`src/rtl/add_core_pkg.sv`:
```
// Shared constants for the add_core adder: lookahead group width and the
// parameter legality check used at elaboration.
package add_core_pkg;

  localparam int GRP_W = 4;

  function automatic bit width_ok(input int w);
    return (w >= GRP_W) && ((w % GRP_W) == 0);
  endfunction

endpackage

```
`src/rtl/add_core_if.sv`:
```
// Operand/result bundle for add_core: operands and qualifier in, combinational
// and registered sums plus valid flag out.
interface add_core_if #(
  parameter int WIDTH = 16
);

  logic [WIDTH-1:0] A;
  logic [WIDTH-1:0] B;
  logic             in_valid;
  logic [WIDTH:0]   Sum;
  logic [WIDTH:0]   sum_q;
  logic             out_valid;

  modport master (
    output A, B, in_valid,
    input  Sum, sum_q, out_valid
  );

  modport slave (
    input  A, B, in_valid,
    output Sum, sum_q, out_valid
  );

endinterface

```
`src/rtl/add_core_cla4.sv`:
```
// 4-bit carry-lookahead group: flattened internal carries plus group
// generate/propagate for a possible second lookahead level.
module cla4
  import add_core_pkg::*;
(
  input  logic [GRP_W-1:0] a,
  input  logic [GRP_W-1:0] b,
  input  logic             cin,
  output logic [GRP_W-1:0] s,
  output logic             cout,
  output logic             gg,
  output logic             gp
);

  logic [GRP_W-1:0] g;
  logic [GRP_W-1:0] p;
  logic [GRP_W:0]   c;

  assign g = a & b;
  assign p = a ^ b;

  // Every carry is expanded to a two-level sum of products of g, p and cin.
  assign c[0] = cin;
  assign c[1] = g[0] | (p[0] & cin);
  assign c[2] = g[1] | (p[1] & g[0]) | (p[1] & p[0] & cin);
  assign c[3] = g[2] | (p[2] & g[1]) | (p[2] & p[1] & g[0])
              | (p[2] & p[1] & p[0] & cin);
  assign c[4] = g[3] | (p[3] & g[2]) | (p[3] & p[2] & g[1])
              | (p[3] & p[2] & p[1] & g[0])
              | (p[3] & p[2] & p[1] & p[0] & cin);

  assign s    = p ^ c[GRP_W-1:0];
  assign cout = c[4];
  assign gg   = g[3] | (p[3] & g[2]) | (p[3] & p[2] & g[1])
              | (p[3] & p[2] & p[1] & g[0]);
  assign gp   = &p;

endmodule

```
`src/rtl/add_core.sv`:
```
// Unsigned WIDTH-bit adder with carry-out: rippled chain of 4-bit CLA groups,
// combinational result plus a one-cycle registered copy with valid flag.
module add_core
  import add_core_pkg::*;
#(
  parameter int WIDTH = 16
) (
  input  logic        clk,
  input  logic        rst_n,
  add_core_if.slave   bus
);

  localparam int NGRP = WIDTH / GRP_W;

  if (!width_ok(WIDTH)) begin : g_width_check
    $error("add_core: WIDTH must be a multiple of 4 and at least 4");
  end

  logic [NGRP:0]    carry;
  logic [WIDTH-1:0] sum_bits;
  logic [WIDTH:0]   comb_sum;
  // Group G/P are not consumed yet; kept for a future two-level lookahead.
  logic [NGRP-1:0]  gg_unused;
  logic [NGRP-1:0]  gp_unused;

  assign carry[0] = 1'b0;

  for (genvar gi = 0; gi < NGRP; gi++) begin : g_grp
    cla4 u_cla4 (
      .a    (bus.A[gi*GRP_W +: GRP_W]),
      .b    (bus.B[gi*GRP_W +: GRP_W]),
      .cin  (carry[gi]),
      .s    (sum_bits[gi*GRP_W +: GRP_W]),
      .cout (carry[gi+1]),
      .gg   (gg_unused[gi]),
      .gp   (gp_unused[gi])
    );
  end

  assign comb_sum = {carry[NGRP], sum_bits};
  assign bus.Sum  = comb_sum;

  logic [WIDTH:0] sum_d;
  logic [WIDTH:0] sum_q;
  logic           out_valid_d;
  logic           out_valid_q;

  // Idle cycles hold the last result but drop the valid flag.
  always_comb begin
    sum_d       = sum_q;
    out_valid_d = 1'b0;
    if (bus.in_valid) begin
      sum_d       = comb_sum;
      out_valid_d = 1'b1;
    end
  end

  always_ff @(posedge clk or negedge rst_n) begin
    if (!rst_n) begin
      sum_q       <= '0;
      out_valid_q <= 1'b0;
    end else begin
      sum_q       <= sum_d;
      out_valid_q <= out_valid_d;
    end
  end

  assign bus.sum_q     = sum_q;
  assign bus.out_valid = out_valid_q;

endmodule

```
`src/flat_wrapper.sv`:
```
// flat-port wrapper written by rule: the top's interface ports become plain ports
module add_core_flat import add_core_pkg::*;
#(
  parameter int WIDTH = 16
)
  (clk, rst_n, bus_A, bus_B, bus_in_valid, bus_Sum, bus_sum_q, bus_out_valid);
  add_core_if #(.WIDTH(WIDTH)) bus_i ();
  input  logic clk;
  input  logic rst_n;
  input wire logic [$bits(bus_i.A)-1:0] bus_A;
  input wire logic [$bits(bus_i.B)-1:0] bus_B;
  input wire logic [$bits(bus_i.in_valid)-1:0] bus_in_valid;
  output wire logic [$bits(bus_i.Sum)-1:0] bus_Sum;
  output wire logic [$bits(bus_i.sum_q)-1:0] bus_sum_q;
  output wire logic [$bits(bus_i.out_valid)-1:0] bus_out_valid;
  assign bus_i.A = bus_A;
  assign bus_i.B = bus_B;
  assign bus_i.in_valid = bus_in_valid;
  assign bus_Sum = bus_i.Sum;
  assign bus_sum_q = bus_i.sum_q;
  assign bus_out_valid = bus_i.out_valid;
  add_core #(.WIDTH(WIDTH)) u_core (.clk(clk), .rst_n(rst_n), .bus(bus_i));
endmodule
```
`config.mk`:
```
export PLATFORM = sky130hd
export DESIGN_NAME = add_core_flat
export DESIGN_NICKNAME = d
export VERILOG_FILES = /design/src/rtl/add_core_pkg.sv /design/src/rtl/add_core_if.sv /design/src/rtl/add_core_cla4.sv /design/src/rtl/add_core.sv /design/src/flat_wrapper.sv
export SDC_FILE = /design/constraint.sdc
export NUM_CORES = 1
export LEC_CHECK = 0
export CORE_MARGIN = 3
export CORE_UTILIZATION = 30
export CTS_BUF_LIST = sky130_fd_sc_hd__clkbuf_8 sky130_fd_sc_hd__clkbuf_16
export CTS_CLUSTER_DIAMETER = 50
export DETAILED_ROUTE_END_ITERATION = 12
export HOLD_SLACK_MARGIN = 0.06
export PLACE_DENSITY_LB_ADDON = 0.05
export SYNTH_ARGS = -nofsm -noshare
export SYNTH_HDL_FRONTEND = slang
export SYNTH_SLANG_ARGS = --single-unit
export TNS_END_PERCENT = 1
```
`constraint.sdc`:
```
create_clock -name clk -period 2.4 [get_ports clk]
set_input_delay 0.48 -clock clk [delete_from_list [all_inputs] [get_ports clk]]
set_output_delay 0.48 -clock clk [all_outputs]
set_load 0.01 [all_outputs]
```
==> flow_metrics.env <==
export IMPL_ys_seq_area_share_pct=33.7
export IMPL_clockBufferDepth=2
export IMPL_slew_limit_headroom_pct=76.1
export IMPL_stdcell_count=277
export IMPL_worst_ep_required_time_ps=1920
export IMPL_synth_area_leaders="dfrtp_1 (34%), ha_1 (15%), mux2_2 (13%)"
export IMPL_switching_power_uw=462
export IMPL_grtUsageTotal_pct=16.9
export IMPL_postSynth_asyncResetShare_pct=100
export IMPL_clock_sinks=18
export IMPL_cts_root_buf="clkbuf_8"
export IMPL_dp_cells=269
export IMPL_power_density_mw_per_mm2=557
export IMPL_fillerInstances=368
export IMPL_first_pass_iters=6
export IMPL_drive_gt1_share_pct=55.1
export IMPL_finalCriticalPeriod_ps=2690
export IMPL_outcome="finished with violations"
export IMPL_pwr_share_clk_pct=18.5
export IMPL_critPathSlowestCell="fa_2"
export IMPL_p_int_uw=965
export IMPL_p_comb_share_pct=53.0
export IMPL_yosys_warnings=0
export IMPL_leakage_uw=0.00117
export IMPL_drt_total_wl_mm=4.16
export IMPL_drc=0
export IMPL_die_h_um=72.8
export IMPL_final_antenna_net_count=0
export IMPL_grt_pass1_wl_mm=7.07
export IMPL_cts_hold_buf=0
export IMPL_worstPathArrival_ps=2210
export IMPL_hold_viol=0
export IMPL_grt_pass1_vias=1447
export IMPL_setup_tns_ps=-2000
export IMPL_syn_area_per_cell_sq_um=11.5
export IMPL_maxSlewViolCount=0
export IMPL_n_antenna_cell=0
export IMPL_antenna_found_initial=0
export IMPL_worstPathCellList="buf_6 > ha_4 > a41o_1 > a21oi_2 > a2bb2oi_4 > o21ai_2 > fa_2 > xor2_2 > buf_2"
export IMPL_tightest_slew_ps=357
export IMPL_yosysTopAreaCell="dfrtp_1"
export IMPL_cts_htree_levels=1
export IMPL_syn_num_nets=171
export IMPL_worst_setup_path_start_kind="input pin"
export IMPL_post_route_period_util_pct=112
export IMPL_finalSetupViolations=12
export IMPL_whs_ps=507
export IMPL_finalClockSkew_ps=0
export IMPL_violations="setup timing"
export IMPL_path_class="input pin to output port"
export IMPL_die_area_sq_mm=0.00530
export IMPL_synth_common_cells="dfrtp_1 (18), ha_1 (16), mux2_2 (15)"
export IMPL_port_buffers=69
export IMPL_swShare_pct=32.4
export IMPL_nNetsFinal=283
export IMPL_worstSetupEndpointType="output port"
export IMPL_grt_max_degree=19
export IMPL_clk_pin_slew_worst_paths_ps=80
export IMPL_grt_setup_unrepaired="true"
export IMPL_post_drt_via_cell_ratio=4.72
export IMPL_initial_utilization_pct=32.3
export IMPL_synth_edff_count=0
export IMPL_ys_flop_type="dfrtp_1"
export IMPL_syn_area_sq_mm=0.00134
export IMPL_yosysTopAreaCellShare_pct=33.7
export IMPL_fmax_mhz=372
export IMPL_area_growth_pct=91.7
export IMPL_wl_per_cell_um=15.0
export IMPL_rows=23
export IMPL_drt_iter0_markers=38
export IMPL_synth_cell_types=34
export IMPL_gp_congestion=0.873
export IMPL_cts_tree="done"
export IMPL_hpwl_mm=3.31
export IMPL_ys_ff_latch=18
export IMPL_yosysMostFrequentCell="dfrtp_1"
export IMPL_fin_ws_ps=-288
export IMPL_clk_insertion_delay_late_ps=250
export IMPL_synthCells=116
export IMPL_cp_max_fo=4
export IMPL_ios=70
export IMPL_num_vias=1308
export IMPL_hold_class="flip-flop to flip-flop"
export IMPL_die_w_um=72.8
export IMPL_grt_overflow=0
export IMPL_coreArea_sq_mm=0.00414
export IMPL_peakVddDrop_uv=433
export IMPL_max_stage_delay_ps=360
export IMPL_cts_buffers=3
export IMPL_maxCapViolCount=0
export IMPL_p_seq_share_pct=28.5
[worst max-delay path, delay by kind of cell]
family / cells / cell delay [ps]
AOI/OAI and AO/OA: 4 / 710
adders and majority gates: 2 / 590
xor gates and xnor gates: 1 / 170
buffers and inverters: 2 / 260
[registers in the layout, indices dropped and copies added (netlist names)]
register / flops
u_core.bus.sum_q: 17
u_core.bus.out_valid: 1
[cell usage in the layout (no fill, tap or decap), types with 3 or more instances in the layout]
cell	n
buf_4	40
clkdlybuf4s50_1	27
buf_2	19
dfrtp_1	18
mux2_2	15
ha_4	10
buf_6	10
dlygate4sd2_1	10
nand2_1	7
inv_1	5
a21oi_2	5
ha_1	5
xor2_1	4
xor2_2	4
a21oi_1	4
clkbuf_8	4
nand3_1	3
o21ai_2	3
dlymetal6s2s_1	3
[through the flow]
step	worst slack, ps	power (uW)	area [sq um]	utilization [%]
5_1_grt	-335	1530	2560	61.9
3_5_place_dp	-1110	1180	2450	59.1
6_report	-288	1430	2560	61.9
3_3_place_gp	-1050	1160	2450	59.1
4_1_cts	-324	1440	2530	61.0
2_1_floorplan	-29.7	733	1430	-
[cells by family (layout without fill, tap and decap cells)]
kind of cell	Yosys count	after routing	synth area share, %
flip-flops	18	18	33.7
adder cells (fa/ha/maj)	20	20	21.0
AO/OA/AOI/OAI	27	27	17.3
XOR/XNOR	10	10	6.55
AND/OR/NAND/NOR	18	18	6.36
multiplexers	15	15	12.6
buffers and inverters	8	119	2.53
[area by class of cell]
cell class,count,area [sq um],share of cell area [%]
Timing Repair Buffer,110,908,35.4
Tap cell,50,62.6,2.44
Inverter,5,18.8,0.732
Sequential cell,18,450,17.6
Clock buffer,4,55.1,2.15
Multi-Input combinational cell,90,1070,41.7
[what timing repair did]
item,4_1_cts,5_1_grt
setup buffers,4,0
hold endpoints to repair,0,0
gates resized for setup,144,10
pin swaps,33,6
gates cloned,0,0
setup endpoints to repair,23,16
[per-layer routing]
layer | global-route usage (%) | up-vias | wire (um)
li1 | - | 639 | -
met1 | 20.8 | 626 | 1710
met2 | 31.2 | 43 | 2170
met3 | 4.13 | 0 | 280
met4 | 1.23 | 0 | 0
met5 | 0 | - | 0
[power groups by stage]
stage | combinational [uW] | sequential (uW) | clock (uW)
finish | 757 | 407 | 264
global placement | 749 | 409 | 0
global route | 827 | 416 | 285
detailed placement | 765 | 413 | 0
floorplan | 289 | 445 | 0
CTS | 762 | 408 | 273
[path summary, 6_finish.rpt]
check / startpoint / end / slack [ps] / cells past startpoint
max in group asynchronous: rst_n / u_core.bus.sum_q[5]$_DFFE_PN0P_ / 1620 / 2
max: bus_A[5] / bus_Sum[13] / -290 / 9
min in group asynchronous: rst_n / u_core.bus.sum_q[7]$_DFFE_PN0P_ / 560 / 2
max reg2reg: u_core.bus.sum_q[11]$_DFFE_PN0P_ / u_core.bus.sum_q[11]$_DFFE_PN0P_ / 1600 / 2
min reg2reg: u_core.bus.sum_q[7]$_DFFE_PN0P_ / u_core.bus.sum_q[7]$_DFFE_PN0P_ / 510 / 1
min: u_core.bus.sum_q[7]$_DFFE_PN0P_ / u_core.bus.sum_q[7]$_DFFE_PN0P_ / 510 / 1
(Power assumes the default switching activity.)
==> patch 1, RTL diff (same flow settings) <==
`WIDTH` is set to 16 in 3 places; all go to 32.
--- a/src/rtl/add_core_if.sv
+++ b/src/rtl/add_core_if.sv
@@ -1,7 +1,7 @@
 // Operand/result bundle for add_core: operands and qualifier in, combinational
 // and registered sums plus valid flag out.
 interface add_core_if #(
-  parameter int WIDTH = 16
+  parameter int WIDTH = 32
 );
 
   logic [WIDTH-1:0] A;
--- a/src/rtl/add_core.sv
+++ b/src/rtl/add_core.sv
@@ -3,7 +3,7 @@
 module add_core
   import add_core_pkg::*;
 #(
-  parameter int WIDTH = 16
+  parameter int WIDTH = 32
 ) (
   input  logic        clk,
   input  logic        rst_n,
--- a/src/flat_wrapper.sv
+++ b/src/flat_wrapper.sv
@@ -1,7 +1,7 @@
 // flat-port wrapper written by rule: the top's interface ports become plain ports
 module add_core_flat import add_core_pkg::*;
 #(
-  parameter int WIDTH = 16
+  parameter int WIDTH = 32
 )
   (clk, rst_n, bus_A, bus_B, bus_in_valid, bus_Sum, bus_sum_q, bus_out_valid);
   add_core_if #(.WIDTH(WIDTH)) bus_i ();
Interface: changed (resized bus_A, bus_B, bus_Sum and bus_sum_q); port bits go from 70 to 134. The function was not compared with the original's and may differ.
==> patch 1 against the original RTL <==
  * The flow still finishes with violations (negative setup slack)
  * Synthesized area increased by 93%
  * Routed wire length is 100% higher
  * Worst setup slack got worse by 500 ps
  * Power up 100%
  * Sequential cell count up 16
  * Hold slack worse by 230 ps
  * Sequential share of layout area down 1.5 points
  * Final area rose by 110%
==> patch 1: results (changes against the original RTL) <==
metric,value,unit,change
failed_checks,negative setup slack,,unchanged
outcome,"finished, violations left",,unchanged
yosysSeqAreaShare,32.96,%,was 33.68%
cts_resized,312,,was 144
numCtsBuffers,5,,was 3
worst-r2r-setup-slack,1570,ps,was 1600 ps
fin_hold_ws,277.0,ps,was 507.4 ps
netlist_top_cells_count,"34 x dfrtp_1, 32 x ha_1, 30 x mux2_2",,"was 18 x dfrtp_1, 16 x ha_1, 15 x mux2_2"
fillerInstances,677,,was 368
synth_area_leaders,"dfrtp_1 33%, ha_1 16%, mux2_2 13%",,"was dfrtp_1 34%, ha_1 15%, mux2_2 13%"
vias_per_cell,4.705,,was 4.722
nets,560,,was 283
grt_start_max_net_pins,38,,was 19
cts_max_level,2,,was 1
synthAdderAreaFrac,21.72,%,was 20.95%
drive_gt1_share,60.79,%,was 55.07%
largest_reg_flops,33,,was 17
r2r_end,u_core.bus.sum_q[23]$_DFFE_PN0P_,,was u_core.bus.sum_q[11]$_DFFE_PN0P_
port_buffers,133,,was 69
dr.first_iter.drc_count,28,,was 38
synth.area.mux_share,13.09,%,was 12.63%
p_sw,975.5,uW,was 462.1 uW
setup_ws,-789.2,ps,was -287.7 ps
grt.total_usage,17.61,%,was 16.94%
critical-path-top-delay-family,adder cells,,was compound AO/OA/AOI/OAI gates
hold_path.class,in -> async,,was reg -> reg
p_leak,2.325,nW,was 1.169 nW
synthesis.nets,340,,was 171
max_stage_delay,420,ps,was 360 ps
vdd_ir_drop_max,294.5,uV,was 432.6 uV
worstMarginPinSlew,850.9,ps,was 357.0 ps
critical_path.slowest_cell,or3_4,,was fa_2
dr.pass1.iters,4,,was 6
setup_tns,-15100,ps,was -2001 ps
setup_viol,38,,was 12
worstPathMaxFanout,3,,was 4
synth.distinct_cells,46,,was 34
pre_cts_ws,-1555,ps,was -1113 ps
insertion_delay,290,ps,was 250 ps
arrival,2710,ps,was 2210 ps
synthXorXnorAreaFrac,6.447,%,was 6.548%
wl_per_cell,15.23,um,was 15.02 um
grt_pass1_wl,13.95,mm,was 7.072 mm
gp_congestion,0.7522,,was 0.8732
r2r-start,u_core.bus.sum_q[23]$_DFFE_PN0P_,,was u_core.bus.sum_q[11]$_DFFE_PN0P_
grt_pass1_vias,2828,,was 1447
cts_setup_buffers,17,,was 4
hpwl,6.205,mm,was 3.312 mm
patch 1: layout make-up:
class                      count  share of cell area (%)
multi-input combinational    185                   45.05
timing repair buffer         218                   34.01
sequential                    34                   16.04
tap                          105                   2.476
clock buffer                   6                   1.557
inverter                       9                  0.6368
clock inverter                 2                  0.2358
patch 1: power by group through the flow:
stage               clock network (mW)  logic, mW  registers (mW)
finish                           0.467       1.63           0.777
global route                     0.518       1.77           0.801
CTS                              0.496       1.58           0.778
detailed placement                   0       1.53           0.789
global placement                     0       1.51           0.782
floorplan                            0      0.573           0.855
patch 1: worst max path at each step:
stage	start	end	slack (ps)	cells after the start
after floorplan	bus_B[9]	bus_Sum[28]	-350	7
after detailed placement	bus_A[12]	bus_Sum[29]	-1550	10
after global placement	bus_A[12]	bus_Sum[28]	-1510	9
final	bus_B[1]	bus_Sum[29]	-790	12
after global routing	bus_B[1]	bus_Sum[29]	-870	12
after CTS	bus_A[1]	bus_Sum[15]	-850	12
patch 1: cell families (layout without fill, tap and decap cells):
kind of cell / count (synthesis) / count (layout)
AO/OA/AOI/OAI: 51 / 51
AND/OR/NAND/NOR: 45 / 45
adder cells (fa/ha/maj): 40 / 40
flip-flops: 34 / 34
multiplexers: 30 / 30
XOR/XNOR: 19 / 19
buffers and inverters: 14 / 235
patch 1: stage by stage:
| step | cells | instance area (um^2) |
|---|---|---|
| floorplan | 233 | 2861 |
| global placement | 529 | 4777 |
| detailed placement | 529 | 4777 |
| CTS | 554 | 5154 |
| global route | 559 | 5305 |
| finish | 559 | 5305 |
patch 1: per-layer routing:
metal	vias to the layer above	track usage (%)	share of wire [%]
li1	1282	-	-
met1	1260	22.19	43
met2	81	29.91	49
met3	7	5.166	7.3
met4	0	3.782	0.96
met5	-	0	0
==> patch 2, RTL diff (same settings) <==
Without the edit above. Take the reset off `sum_q` and load it in a clocked block of its own.
--- a/src/rtl/add_core.sv
+++ b/src/rtl/add_core.sv
@@ -57,12 +57,14 @@
 
   always_ff @(posedge clk or negedge rst_n) begin
     if (!rst_n) begin
-      sum_q       <= '0;
       out_valid_q <= 1'b0;
     end else begin
-      sum_q       <= sum_d;
       out_valid_q <= out_valid_d;
     end
+  end
+
+  always_ff @(posedge clk) begin
+    sum_q <= sum_d;
   end
 
   assign bus.sum_q     = sum_q;
Check against the original RTL: not equivalent (a bounded check fails within 4 cycles, from zero or initial values and one cycle with rst_n low).
==> patch 2 against the original RTL <==
  * The run still ends with negative setup slack left
  * Hold slack worse by 130 ps
  * Clock power is 20% lower
  * Combinational power is 24% lower
  * Synthesized area is 11% lower
  * Non-clock buffer count is 7 lower
  * Sequential cell count stayed put
  * Sequential share of layout area is 5.2 points higher
  * Routed wire length is 22% lower
  * Via count is 10% lower
  * Worst setup slack worse by 400 ps
  * Synthesized cell count is 23% lower
  * Final area is 8.3% lower
  * Power is 16% lower
  * Critical endpoint unchanged
  * Largest cell class is now non-clock buffers
  * Largest power group unchanged
==> patch 2: results (changes against the original RTL) <==
metric,value,unit,change
use_met2,25.95,%,was 31.16%
wl_met2,1.728,mm,was 2.167 mm
p_leak,1.011,nW,was 1.169 nW
worstPathMaxFanout,2,,was 4
cts_resized,120,,was 144
setup_viol,13,,was 12
outcome,"finished, violations left",,unchanged
wl_met3,181,um,was 280 um
dr.first_iter.drc_count,35,,was 38
synth_edf_count,17,,was 0
async_reset_ff_share,5.556,%,was 100.0%
failed_checks,negative setup slack,,unchanged
dr.pass1.iters,5,,was 6
port_buffers,69,,unchanged
vdd_ir_drop_max,241.5,uV,was 432.6 uV
antenna_cells,0,,unchanged
synth_area_per_cell,13.40,um^2,was 11.53 um^2
yosysSeqAreaShare,44.91,%,was 33.68%
highest_layer,met4,,was met3
synthesis.nets,144,,was 171
path_clk_slew,60,ps,was 80 ps
hpwl,2.623,mm,was 3.312 mm
routedLengthMet1,1.256,mm,was 1.712 mm
clock_path_buffers,2,,unchanged
hold_path.class,in -> async,,was reg -> reg
nets,251,,was 283
arrival,2600,ps,was 2210 ps
wirelength,3.227,mm,was 4.160 mm
setup_ws,-684.8,ps,was -287.7 ps
root_buffer,clkbuf_8,,unchanged
grt_use_met3,2.915,%,was 4.132%
wl_per_cell,13.28,um,was 15.02 um
power_frac_seq,34.5,%,was 28.5%
grt_pass1_wl,5.526,mm,was 7.072 mm
drcViolationCount,0,,unchanged
top_register,u_core.bus.sum_q,,unchanged
synth_area_leaders,"edfxtp_1 43%, ha_1 17%, fa_1 6.7%",,"was dfrtp_1 34%, ha_1 15%, mux2_2 13%"
netlist_top_cells_count,"17 x edfxtp_1, 16 x ha_1, 6 x a21oi_1",,"was 18 x dfrtp_1, 16 x ha_1, 15 x mux2_2"
antenna_found_initial,0,,unchanged
drive_gt1_share,43.08,%,was 55.07%
dp_cells,235,,was 269
p_int,854.5,uW,was 964.8 uW
use_met1,15.36,%,was 20.76%
grt.total_usage,14.11,%,was 16.94%
gp_congestion,0.7319,,was 0.8732
synth.distinct_cells,31,,was 34
p_comb,578,uW,was 757 uW
-- patch 2: critical path, cell delays in order --
cell and delay (ps):
buf_6 100, ha_4 230, a41o_1 270, a211oi_4 200, nor4_2 90, o31a_2 300
or2_4 260, fa_2 360, xor2_2 180, buf_2 140
-- patch 2: worst paths after layout --
kind | startpoint | slack [ps] | cells after the start | end
max | bus_A[1] | -680 | 10 | bus_Sum[13]
min | rst_n | 370 | 1 | u_core.bus.out_valid$_DFF_PN0_
max in group asynchronous | rst_n | 1930 | 1 | u_core.bus.out_valid$_DFF_PN0_
min in group clk | bus_B[0] | 560 | 2 | u_core.bus.sum_q[0]$_DFFE_PP_
-- patch 2: per-stage QoR --
step	setup WS (ps)	utilization [%]	total power, mW	setup TNS, ps	cell area, um^2
3_5_place_dp	-1541	59.09	1.002	-19680	2212
2_1_floorplan	-505.5	-	0.6501	-1681	1244
5_1_grt	-780.2	62.77	1.284	-5965	2350
3_3_place_gp	-1502	59.09	0.9911	-18800	2212
4_1_cts	-695.3	62.77	1.218	-4868	2350
6_report	-684.8	62.77	1.205	-4706	2350
-- patch 2: kinds of logic after synthesis --
kind of cell	count (synthesis)	synth area share (%)
adders and majority gates	20	23.50
DFF	18	44.91
buffers and inverters	3	1.260
and+or+nand+nor	9	4.303
AOI/OAI and AO/OA	30	19.41
xor gates and xnor gates	9	6.610
-- patch 2: cell type report --
type / instances / area, um^2 / area share, %
clock inverters: 1 / 3.754 / 0.1597
inverters: 2 / 7.507 / 0.3195
multi-input cells: 68 / 812.0 / 34.56
clock buffers: 3 / 41.29 / 1.757
repair buffers: 103 / 889.6 / 37.86
well taps: 48 / 60.06 / 2.556
flip-flops and latches: 18 / 535.5 / 22.79
